### config.mk
export PLATFORM = sky130hd
export DESIGN_NAME = i2c_target_regfile
export DESIGN_NICKNAME = d
export VERILOG_FILES = /design/src/rtl/i2c_target_regfile.sv
export SDC_FILE = /design/constraint.sdc
export NUM_CORES = 1
export LEC_CHECK = 0
export CAP_MARGIN = 20
export CELL_PAD_IN_SITES_DETAIL_PLACEMENT = 1
export CELL_PAD_IN_SITES_GLOBAL_PLACEMENT = 2
export CORE_ASPECT_RATIO = 1.25
export CORE_MARGIN = 3
export CORE_UTILIZATION = 35
export DETAILED_ROUTE_END_ITERATION = 10
export GPL_ROUTABILITY_DRIVEN = 1
export PLACE_DENSITY_LB_ADDON = 0.15
export SYNTH_ARGS = -nofsm -noshare
export SYNTH_HDL_FRONTEND = slang
export SYNTH_SLANG_ARGS = --single-unit
### constraint.sdc
create_clock -name clk -period 4.9 [get_ports clk]
set_input_delay 1.47 -clock clk [delete_from_list [all_inputs] [get_ports clk]]
set_output_delay 1.47 -clock clk [all_outputs]
set_load 0.01 [all_outputs]
### src/rtl/i2c_target_regfile.sv
// I2C target with a byte-wide register file: 7-bit addressing, pointer byte,
// auto-increment reads/writes and repeated START, plus a local host port.
module i2c_target_regfile #(
  parameter logic [6:0] DEV_ADDR   = 7'h42,
  parameter int         NUM_REGS   = 16,
  parameter int         FILTER_LEN = 4,
  localparam int        AW         = $clog2(NUM_REGS)
) (
  input  logic          clk,
  input  logic          reset_n,
  input  logic          scl_in,
  input  logic          sda_in,
  output logic          sda_oe,
  input  logic [AW-1:0] host_addr,
  input  logic [7:0]    host_wdata,
  input  logic          host_we,
  output logic [7:0]    host_rdata,
  output logic          wr_strobe,
  output logic [AW-1:0] wr_addr,
  output logic          busy
);

  localparam int CW = (FILTER_LEN > 1) ? $clog2(FILTER_LEN) : 1;

  typedef enum logic [3:0] {
    IDLE, ADDR, ADDR_ACK, PTR, WDATA, DATA_ACK, RDATA, RACK, WAIT
  } state_t;

  logic [1:0] rst_pipe;
  logic       rst_n;

  // Assert asynchronously, release on a clock edge.
  always_ff @(posedge clk or negedge reset_n) begin
    if (!reset_n) rst_pipe <= 2'b00;
    else          rst_pipe <= {rst_pipe[0], 1'b1};
  end

  assign rst_n = rst_pipe[1];

  // Bit 0 is SCL, bit 1 is SDA throughout the conditioning path.
  logic [1:0]    sync1, sync2, filt, filt_q;
  logic [CW-1:0] flt_cnt [2];

  always_ff @(posedge clk or negedge rst_n) begin
    if (!rst_n) begin
      sync1  <= 2'b11;
      sync2  <= 2'b11;
      filt   <= 2'b11;
      filt_q <= 2'b11;
      for (int i = 0; i < 2; i++) flt_cnt[i] <= '0;
    end else begin
      sync1  <= {sda_in, scl_in};
      sync2  <= sync1;
      filt_q <= filt;
      for (int i = 0; i < 2; i++) begin
        if (sync2[i] == filt[i]) begin
          flt_cnt[i] <= '0;
        end else if (flt_cnt[i] == CW'(FILTER_LEN - 1)) begin
          filt[i]    <= sync2[i];
          flt_cnt[i] <= '0;
        end else begin
          flt_cnt[i] <= flt_cnt[i] + CW'(1);
        end
      end
    end
  end

  logic scl_f, sda_f, scl_rise, scl_fall, start_det, stop_det;

  assign scl_f     = filt[0];
  assign sda_f     = filt[1];
  assign scl_rise  = scl_f & ~filt_q[0];
  assign scl_fall  = ~scl_f & filt_q[0];
  assign start_det = scl_f & filt_q[0] & filt_q[1] & ~sda_f;
  assign stop_det  = scl_f & filt_q[0] & ~filt_q[1] & sda_f;

  state_t        state, state_n;
  logic [2:0]    bit_cnt, bit_cnt_n;
  logic [6:0]    shreg, shreg_n;
  logic [AW-1:0] ptr, ptr_n, wr_addr_n;
  logic          rw, rw_n, ack_ok, ack_ok_n;
  logic          sda_oe_n, busy_n, wr_strobe_n, i2c_we;
  logic [7:0]    byte_in, rd_byte;
  logic [7:0]    regs [NUM_REGS];

  assign byte_in = {shreg, sda_f};
  assign rd_byte = regs[ptr];

  always_ff @(posedge clk or negedge rst_n) begin
    if (!rst_n) begin
      state     <= IDLE;
      bit_cnt   <= '0;
      shreg     <= '0;
      ptr       <= '0;
      rw        <= 1'b0;
      ack_ok    <= 1'b0;
      sda_oe    <= 1'b0;
      busy      <= 1'b0;
      wr_strobe <= 1'b0;
      wr_addr   <= '0;
    end else begin
      state     <= state_n;
      bit_cnt   <= bit_cnt_n;
      shreg     <= shreg_n;
      ptr       <= ptr_n;
      rw        <= rw_n;
      ack_ok    <= ack_ok_n;
      sda_oe    <= sda_oe_n;
      busy      <= busy_n;
      wr_strobe <= wr_strobe_n;
      wr_addr   <= wr_addr_n;
    end
  end

  // START/STOP override every state; otherwise SDA only moves on SCL fall.
  always_comb begin
    state_n     = state;
    bit_cnt_n   = bit_cnt;
    shreg_n     = shreg;
    ptr_n       = ptr;
    rw_n        = rw;
    ack_ok_n    = ack_ok;
    sda_oe_n    = sda_oe;
    busy_n      = busy;
    wr_strobe_n = 1'b0;
    wr_addr_n   = wr_addr;
    i2c_we      = 1'b0;

    if (start_det || stop_det) begin
      state_n   = start_det ? ADDR : IDLE;
      bit_cnt_n = '0;
      sda_oe_n  = 1'b0;
      busy_n    = 1'b0;
      ack_ok_n  = 1'b0;
    end else begin
      case (state)
        ADDR: begin
          if (scl_rise) begin
            shreg_n   = byte_in[6:0];
            bit_cnt_n = bit_cnt + 3'd1;
            if (bit_cnt == 3'd7) begin
              if (byte_in[7:1] == DEV_ADDR) begin
                state_n = ADDR_ACK;
                busy_n  = 1'b1;
                rw_n    = byte_in[0];
              end else begin
                state_n = IDLE;
              end
            end
          end
        end
        PTR, WDATA: begin
          if (scl_rise) begin
            shreg_n   = byte_in[6:0];
            bit_cnt_n = bit_cnt + 3'd1;
            if (bit_cnt == 3'd7) begin
              state_n = DATA_ACK;
              if (state == PTR) begin
                ptr_n = byte_in[AW-1:0];
              end else begin
                i2c_we      = 1'b1;
                wr_strobe_n = 1'b1;
                wr_addr_n   = ptr;
                ptr_n       = ptr + AW'(1);
              end
            end
          end
        end
        ADDR_ACK: begin
          if (scl_fall) begin
            if (!sda_oe) begin
              sda_oe_n = 1'b1;
            end else if (rw) begin
              shreg_n   = rd_byte[6:0];
              sda_oe_n  = ~rd_byte[7];
              bit_cnt_n = '0;
              state_n   = RDATA;
            end else begin
              sda_oe_n  = 1'b0;
              bit_cnt_n = '0;
              state_n   = PTR;
            end
          end
        end
        DATA_ACK: begin
          if (scl_fall) begin
            if (!sda_oe) begin
              sda_oe_n = 1'b1;
            end else begin
              sda_oe_n  = 1'b0;
              bit_cnt_n = '0;
              state_n   = WDATA;
            end
          end
        end
        RDATA: begin
          if (scl_fall) begin
            if (bit_cnt == 3'd7) begin
              sda_oe_n  = 1'b0;
              bit_cnt_n = '0;
              ack_ok_n  = 1'b0;
              state_n   = RACK;
            end else begin
              bit_cnt_n = bit_cnt + 3'd1;
              shreg_n   = {shreg[5:0], 1'b0};
              sda_oe_n  = ~shreg[6];
            end
          end
        end
        RACK: begin
          if (scl_rise) begin
            if (!sda_f) begin
              ack_ok_n = 1'b1;
              ptr_n    = ptr + AW'(1);
            end else begin
              state_n = WAIT;
            end
          end else if (scl_fall && ack_ok) begin
            ack_ok_n = 1'b0;
            shreg_n  = rd_byte[6:0];
            sda_oe_n = ~rd_byte[7];
            state_n  = RDATA;
          end
        end
        IDLE, WAIT: begin
        end
        default: state_n = IDLE;
      endcase
    end
  end

  // A bus commit to the same index as a host write takes priority.
  always_ff @(posedge clk or negedge rst_n) begin
    if (!rst_n) begin
      for (int i = 0; i < NUM_REGS; i++) regs[i] <= '0;
      host_rdata <= '0;
    end else begin
      for (int i = 0; i < NUM_REGS; i++) begin
        if (i2c_we && ptr == AW'(i))               regs[i] <= byte_in;
        else if (host_we && host_addr == AW'(i))   regs[i] <= host_wdata;
      end
      host_rdata <= regs[host_addr];
    end
  end

endmodule
### Yosys cells after proc, flatten, opt, wreduce, memory -nomap -nowiden

Cells that the tools add are included.

| cells by class | value |
|---|---|
| $add $sub $neg | 4 |
| order comparisons | 2 |
| eq/ne operators | 75 |
| muxes and demuxes | 110 |
| bitwise operators | 19 |
| reductions and logical operators | 77 |

Operators by type and width:

| kind | count |
|---|---|
| 8-bit two-way mux | 36 |
| 4-bit two-way mux | 19 |
| 4-bit == test, second input constant | 17 |
| 8-bit binary-select mux with 4-bit select | 2 |
| 7-bit two-way mux | 8 |
| 4-bit by 3-bit == test with 1-bit output, second input constant | 12 |
| 2-bit nonzero test | 21 |
| 3-bit inequality test, second input constant | 12 |
| 1-bit logical AND | 33 |
| 4-bit case mux with 7 select lines | 1 |
| 7-bit case mux with 4 select lines | 1 |
| 1-bit two-way mux | 27 |
| 4-bit by 2-bit == test with 1-bit output, second input constant | 6 |
| 2-bit inequality test, second input constant | 12 |
| 3-bit two-way mux | 7 |
| 5-bit AND reduction | 4 |
| 13-bit AND reduction | 1 |
| 4-bit by 1-bit == test with 1-bit output, second input constant | 3 |
| 4-bit zero test | 3 |
| 4-bit inequality test, second input constant | 3 |
| 6-bit AND reduction | 2 |
| 5-bit greater-or-equal comparator, second input constant | 2 |
| 2-bit two-way mux | 5 |
| 1-bit inverter | 10 |
| 24 further kinds | 40 |

| word-level totals | value |
|---|---|
| register bits | 177 |
| input bits | 17 |
| output and inout port bits | 15 |
| word-level logic and storage cells | 322 |

### Logic depth before layout (Yosys ltp)

Gate-level depths: netlist of the first run.

| logic depth | value |
|---|---|
| word-level depth | 10 |
| gate-level depth with buffers | 9 |

### Worst setup path after synthesis of the first run

No wires, ideal clock.

| timing | value |
|---|---|
| path kind | in2reg |
| from | input port host_addr[1] |
| to | register host_rdata[7] |
| arrival | 2874 ps |
| required time | 4762 ps |
| setup slack | 1888 ps |
| cell stages on the path | 4 |
| buffers on the path | 2 |
| cell sequence | clkbuf_1 > clkbuf_1 > mux4_2 > mux4_2 |

| on the way | value |
|---|---|
| longest elaborated chain between the ends | 4 |

RTL lines:

| what | RTL line | RTL |
|---|---|---|
| from (decl) | 14 | `input logic [AW-1:0] host_addr,` |
| 4-bit inverter with 5-bit output (not written as such) | 242 | `host_rdata <= regs[host_addr];` |
| 8-bit binary-select mux with 4-bit select | 242 |  |
| 8-bit two-way mux (not written as such) (2 in a row) | 242 |  |
| to (signal assigned) | 242 |  |
| to (decl) | 17 | `output logic [7:0] host_rdata,` |

Every way passes these cells. The select of a mux whose other input is x is not followed.
A chain may end at the register's enable or synchronous reset.

### Worst setup path after layout of the first run

| timing | value |
|---|---|
| from | input port host_addr[3] |
| to | register regs[104] in the netlist's numbering |

| on the way | value |
|---|---|
| longest elaborated chain between the ends | 3 |

RTL lines:

| what | RTL line | RTL |
|---|---|---|
| 4-bit by 2-bit == test with 1-bit output | 240 | `else if (host_we && host_addr == AW'(i)) regs[i] <= host_wdata;` |
| 1-bit logical AND | 240 |  |
| 2-bit nonzero test (no line) | -- |  |
| to (signal, indexed assignment) | 239 | `if (i2c_we && ptr == AW'(i)) regs[i] <= byte_in;` |
| to (signal, indexed assignment) | 240 |  |
| to (decl) | 84 | `logic [7:0] regs [NUM_REGS];` |

Every way passes these cells.

==> results.py, run 1 <==
metrics = {
    "drt": {
        "wl_per_cell_um": 26.06,
        "drtIter0Drc": 536,
        "drc": 0,
        "via_per_inst": 5.704,
        "first_pass_iters": 5,
        "routed_wirelength_um": 36380,
        "num_vias": 7963,
        "final_antenna_net_count": 0,
    },
    "cts": {
        "hold_buffers": 0,
        "cts_tree": "done",
        "clk_latency_ns": 0.45,
        "postCtsSetupBuffers": 0,
        "clock_tree.root_cell": "clkbuf_16",
        "cts_buffers": 17,
        "clk_pin_slew_ns": 0.07,
        "cts_resized": 0,
        "h-tree-depth": 4,
        "cts_num_sinks": 177,
        "cts.path.max_buffers": 2,
    },
    "placement": {
        "dp_slack_ns": 1.005,
        "post-dp-hpwl_um": 24740,
        "portBuffers": 31,
        "gp_congestion": 0.8102,
        "placed_cell_area_sq_um": 11370,
    },
    "yosys": {
        "synth.most_common_cell": "dfrtp_1",
        "synth_area_sq_um": 10830,
        "synth_top_area_share_pct": 39.06,
        "yosysTopAreaCell": "dfrtp_1",
        "synth_edf_count": 0,
        "syn_inst": 992,
        "synth-seq-cells": 177,
        "synth_fp_nets": 1018,
        "netlist_top_cells_count": "dfrtp_1, mux2i_1, nor2_1",
        "avgSynthCellArea_sq_um": 10.92,
        "yosys_warnings": 0,
        "synth-seq-area-share_pct": 41.00,
        "synthDistinctLibCells": 70,
        "synthTopCellsByArea": "dfrtp_1, mux2i_1, mux4_2",
        "synth_flop_cell": "dfrtp_1",
        "synthArstFlopShare_pct": 100.0,
    },
    "floorplanning": {
        "die_x_um": 163.3,
        "core_region_area_sq_um": 30290,
        "die_h_um": 202.7,
        "start_util_pct": 35.74,
        "row_count": 71,
        "ios": 32,
        "dieArea_sq_um": 33100,
    },
    "global_routing": {
        "grt_max_degree": 54,
        "grt_pass1_wl_um": 55490,
        "grtUsageTotal_pct": 22.62,
        "gr-total-overflow": 0,
        "antenna_found_initial": 1,
        "grt_pass1_vias": 8333,
    },
    "critical_path": {
        "crit_type": "in -> reg",
        "r2r_cells": 5,
        "worst-path-stages": 5,
        "cp-end-kind": "register",
        "reg2reg_from": "filt[0]",
        "critical_path.max_stage_delay_ns": 0.79,
        "critPathLaunchType": "input pin",
        "path_delay_family": "simple AND/OR/NAND/NOR gates",
        "worst-path-buf-inv": 1,
        "rr_endpoint": "regs[78]",
        "reg2reg_slack_ns": 1.47,
        "crit_fanout": 12,
        "critical_path.cell_chain": "clkdlybuf4s50_1 > nor3b_1 > nand2b_1 > mux2i_1 > a21oi_1",
        "crit_required_ns": 5.21,
        "slowest_stage": "clkdlybuf4s50_1",
        "crit_arrival_ns": 3.78,
    },
    "run": {
        "max-cap-violations": 0,
    },
    "outcome": {
        "status": "finished, final reports clean",
    },
    "layout": {
        "layout-drive-gt1-share_pct": 17.61,
        "final_nets": 1007,
        "areaGrowthSynthToFinish_pct": 10.83,
        "finalInstanceArea_sq_um": 12000,
    },
    "pwr": {
        "peakVddDrop_mv": 0.2812,
        "finalPower_w": 0.005033,
        "p_leak_nw": 4.836,
        "powerDensity_nw_per_um2": 419.4,
    },
    "hold_path": {
        "hp-class": "reg -> async",
    },
    "sta": {
        "rsz0062_at_grt": "no",
        "tightestPinTransition_ns": 1.061,
        "period_share_pct": 70.82,
        "finalWorstSetupSlack_ns": 1.430,
        "max_freq_mhz": 288.2,
        "setup_viol": 0,
        "setup_tns_ns": 0,
        "hold_viol": 0,
        "skew_ns": 0.01326,
        "whs_ns": 0.3332,
        "min_period_ns": 3.470,
        "relSlewSlack_pct": 28.74,
        "final_max_slew_viol_count": 0,
    },
}
where the power goes:
group          internal [W]  total [W]  switching (W)
registers           0.00182    0.00229       0.000477
clock network      0.000874    0.00151       0.000637
logic              0.000642    0.00123       0.000586
total               0.00333    0.00503        0.00170
sequential cells by signal, indices dropped and copies added (netlist names), 2 cells and up:
signal,cells
host_rdata,8
ptr,4
sync1,2
filt_q,2
bit_cnt,3
filt,2
sync2,2
regs,128
wr_addr,4
flt_cnt,4
rst_pipe,2
state,4
shreg,7
through the flow:
step | utilization [%] | instances
after floorplan | - | 992
after global placement | 37.54 | 1363
after detailed placement | 37.54 | 1363
after CTS | 39.61 | 1395
after global routing | 39.61 | 1395
final | 39.61 | 1396
per-layer routing:
layer | share of wire [%] | global-route usage (%) | wire [um] | up-vias
met5 | 0 | 0 | 0 | -
met4 | 2.2 | 6.346 | 797 | 0
met3 | 2.9 | 3.041 | 1042 | 42
met2 | 52 | 39.41 | 18960 | 145
met1 | 43 | 29.44 | 15590 | 4164
li1 | - | - | - | 3612
final cells by class:
| cell class | count | area [sq um] |
|---|---|---|
| multi-input combinational | 722 | 5917 |
| inverter | 9 | 33.78 |
| tap | 401 | 501.7 |
| timing repair buffer | 54 | 473.0 |
| antenna | 1 | 2.502 |
| sequential | 177 | 4446 |
| fill | 3298 | 18290 |
| clock inverter | 11 | 176.4 |
| clock buffer | 21 | 450.4 |
logic make-up (layout without fill, tap and decap cells):
logic type / count (synthesis) / after routing / share of synthesized area (%)
other: 1 / 2 / 0.03463
xor gates and xnor gates: 4 / 4 / 0.3236
buffers and inverters: 93 / 95 / 4.356
DFF: 177 / 177 / 41.00
muxes: 230 / 230 / 28.60
and+or+nand+nor: 270 / 270 / 13.15
AOI/OAI and AO/OA: 208 / 208 / 11.50
adders and majority gates: 9 / 9 / 1.040
worst max-delay path by stage:
| stage | start | endpoint |
|---|---|---|
| finish | host_addr[3] | regs[104] |
| global placement | host_addr[3] | regs[108] |
| global route | filt[0] | regs[76] |
| floorplan | host_addr[1] | host_rdata[7] |
| CTS | host_addr[3] | regs[104] |
| detailed placement | host_addr[3] | regs[47] |
cells in the final DEF, fill, tap and decap left out, drive strengths merged, types with 5 or more instances in the layout:
master,instances
dfrtp,169
mux2i,156
nor2,155
a21oi,142
mux4,60
clkdlybuf4s50,29
nand3,27
nand2,25
buf,25
clkbuf,21
a22oi,17
nor2b,14
mux2,14
o21ai,13
inv,12
nor3,10
nand2b,10
ha,9
dfstp,8
a32oi,5
worst reg2reg max path: cells and delay by family, from the launching register on:
family | cells | cell delay [ns]
AND/OR/NAND/NOR | 4 | 2.57
flip-flops | 1 | 0.66
AO/OA/AOI/OAI | 1 | 0.06
Power figures use the tool's default switching activity.
==> run 2, diff against run 1 <==
Clock period 4.9 ns to 3.04 ns, I/O delays scaled along.
==> run 2 against run 1 <==
  * Worst hold slack gained 0.023 ns
  * Clock skew shrank 0.0025 ns
  * Power grew 59%
  * Critical path depth grew 2
  * Design area grew 1.9%
  * Largest cell class unchanged
==> results.py, run 2 (synthesis results as in run 1) <==
metrics = {
    "floorplanning": {
        "dieArea_sq_um": 33100,
        "core_region_area_sq_um": 30290,
        "die_h_um": 202.7,
        "start_util_pct": 35.74,
        "ios": 32,
        "row_count": 71,
        "die_x_um": 163.3,
    },
    "critical_path": {
        "crit_type": "reg -> reg",
        "cp-end-kind": "register",
        "r2r_cells": 7,
        "crit_required_ns": 3.37,
        "critPathLaunchType": "register",
        "reg2reg_slack_ns": 0.51,
        "crit_arrival_ns": 2.86,
        "rr_endpoint": "shreg[5]",
        "reg2reg_from": "bit_cnt[0]",
        "crit_fanout": 7,
    },
    "cts": {
        "clock_tree.root_cell": "clkbuf_16",
        "clk_pin_slew_ns": 0.07,
        "hold_buffers": 0,
        "cts_tree": "done",
        "clk_latency_ns": 0.45,
        "cts_buffers": 17,
        "cts.path.max_buffers": 2,
        "cts_resized": 0,
        "postCtsSetupBuffers": 0,
        "cts_num_sinks": 177,
        "h-tree-depth": 4,
    },
    "hold_path": {
        "hp-class": "reg -> reg",
        "whs_path_depth": 0,
        "hold_end": "rst_pipe[1]",
        "min_from": "rst_pipe[0]",
    },
    "placement": {
        "post-dp-hpwl_um": 24940,
        "portBuffers": 31,
        "dp_slack_ns": 0.1466,
        "gp_congestion": 0.8090,
    },
    "sta": {
        "finalWorstSetupSlack_ns": 0.5116,
        "period_share_pct": 83.17,
        "max_freq_mhz": 395.5,
        "skew_ns": 0.01077,
        "setup_tns_ns": 0,
        "min_period_ns": 2.528,
        "setup_viol": 0,
        "hold_viol": 0,
        "rsz0062_at_grt": "no",
        "relSlewSlack_pct": 46.02,
        "tightestPinTransition_ns": 0.8098,
        "final_max_slew_viol_count": 0,
    },
    "drt": {
        "drtIter0Drc": 556,
        "routed_wirelength_um": 35440,
        "final_antenna_net_count": 0,
        "wl_per_cell_um": 24.82,
        "via_per_inst": 5.617,
        "first_pass_iters": 4,
        "drc": 0,
        "num_vias": 8021,
    },
    "layout": {
        "regMostFlops": "regs",
        "largestRegisters": "regs x128, host_rdata x8, shreg x7",
        "final_nets": 1039,
        "layout-drive-gt1-share_pct": 20.27,
        "final_common_cell": "dfrtp_1",
        "final_cell_mix": "dfrtp_1, mux2i_1, nor2_1",
        "largest_register_ffs": 128,
        "areaGrowthSynthToFinish_pct": 12.93,
        "post-route-util_pct": 40.37,
    },
    "global_routing": {
        "met1_usage_pct": 30.04,
        "antenna_found_initial": 1,
        "grt_max_degree": 133,
        "grtUsageTotal_pct": 22.35,
        "met2_usage_pct": 37.59,
        "grt_use_met3_pct": 3.286,
        "top_usage_layer": "met2",
        "gr-total-overflow": 0,
        "grt_pass1_vias": 8554,
        "grt_pass1_wl_um": 55630,
    },
    "run": {
        "max-cap-violations": 0,
    },
    "pwr": {
        "powerDensity_nw_per_um2": 652.7,
        "peakVddDrop_mv": 0.3072,
        "p_leak_nw": 4.997,
    },
    "outcome": {
        "status": "finished, final reports clean",
    },
}
==> run 2: critical path, stage by stage (launching register included) <==
cell and delay [ns]:
dfrtp_1 0.40, ha_1 0.24, ha_1 0.21, or3b_1 0.36, a221o_1 0.30, nand3_1 0.08, o2111a_1 0.48, mux2_4 0.34
==> run 2: power breakdown <==
part,internal [W],total (W),switching [W]
Combinational,0.00110,0.00233,0.00123
Sequential,0.00293,0.00345,0.000518
Clock,0.00118,0.00220,0.00102
Total,0.00521,0.00798,0.00277
==> run 2: final cells by class <==
type / count / area (sq um)
clock buffer: 21 / 460.4
timing repair buffer: 86 / 763.2
fill: 3272 / 18060
inverter: 9 / 33.78
antenna: 1 / 2.502
sequential: 177 / 4446
tap: 401 / 501.7
multi-input combinational: 722 / 5917
clock inverter: 11 / 103.9
==> run 2: worst max path at each step <==
stage	end	cells past startpoint	from
2_1_floorplan	ack_ok	0	rst_pipe[1]
3_3_place_gp	regs[119]	5	host_we
3_5_place_dp	regs[119]	5	host_we
4_1_cts	shreg[5]	7	bit_cnt[0]
5_1_grt	shreg[6]	7	bit_cnt[0]
6_report	shreg[5]	7	bit_cnt[0]
==> run 2: stage by stage <==
stage               instances  cell area [sq um]  total power [W]  hold slack [ns]
global placement         1395              11660         0.005758           0.3365
finish                   1428              12230         0.007981           0.3558
CTS                      1427              12230         0.008053           0.3608
global route             1427              12230         0.008449           0.3622
detailed placement       1395              11660         0.005830           0.3450
floorplan                 992              10830         0.004939           0.3311
==> run 2: layer usage <==
metal	routed length, um	vias up
li1	-	3682
met1	15890	4166
met2	17670	134
met3	1061	39
met4	814	0
met5	0	-
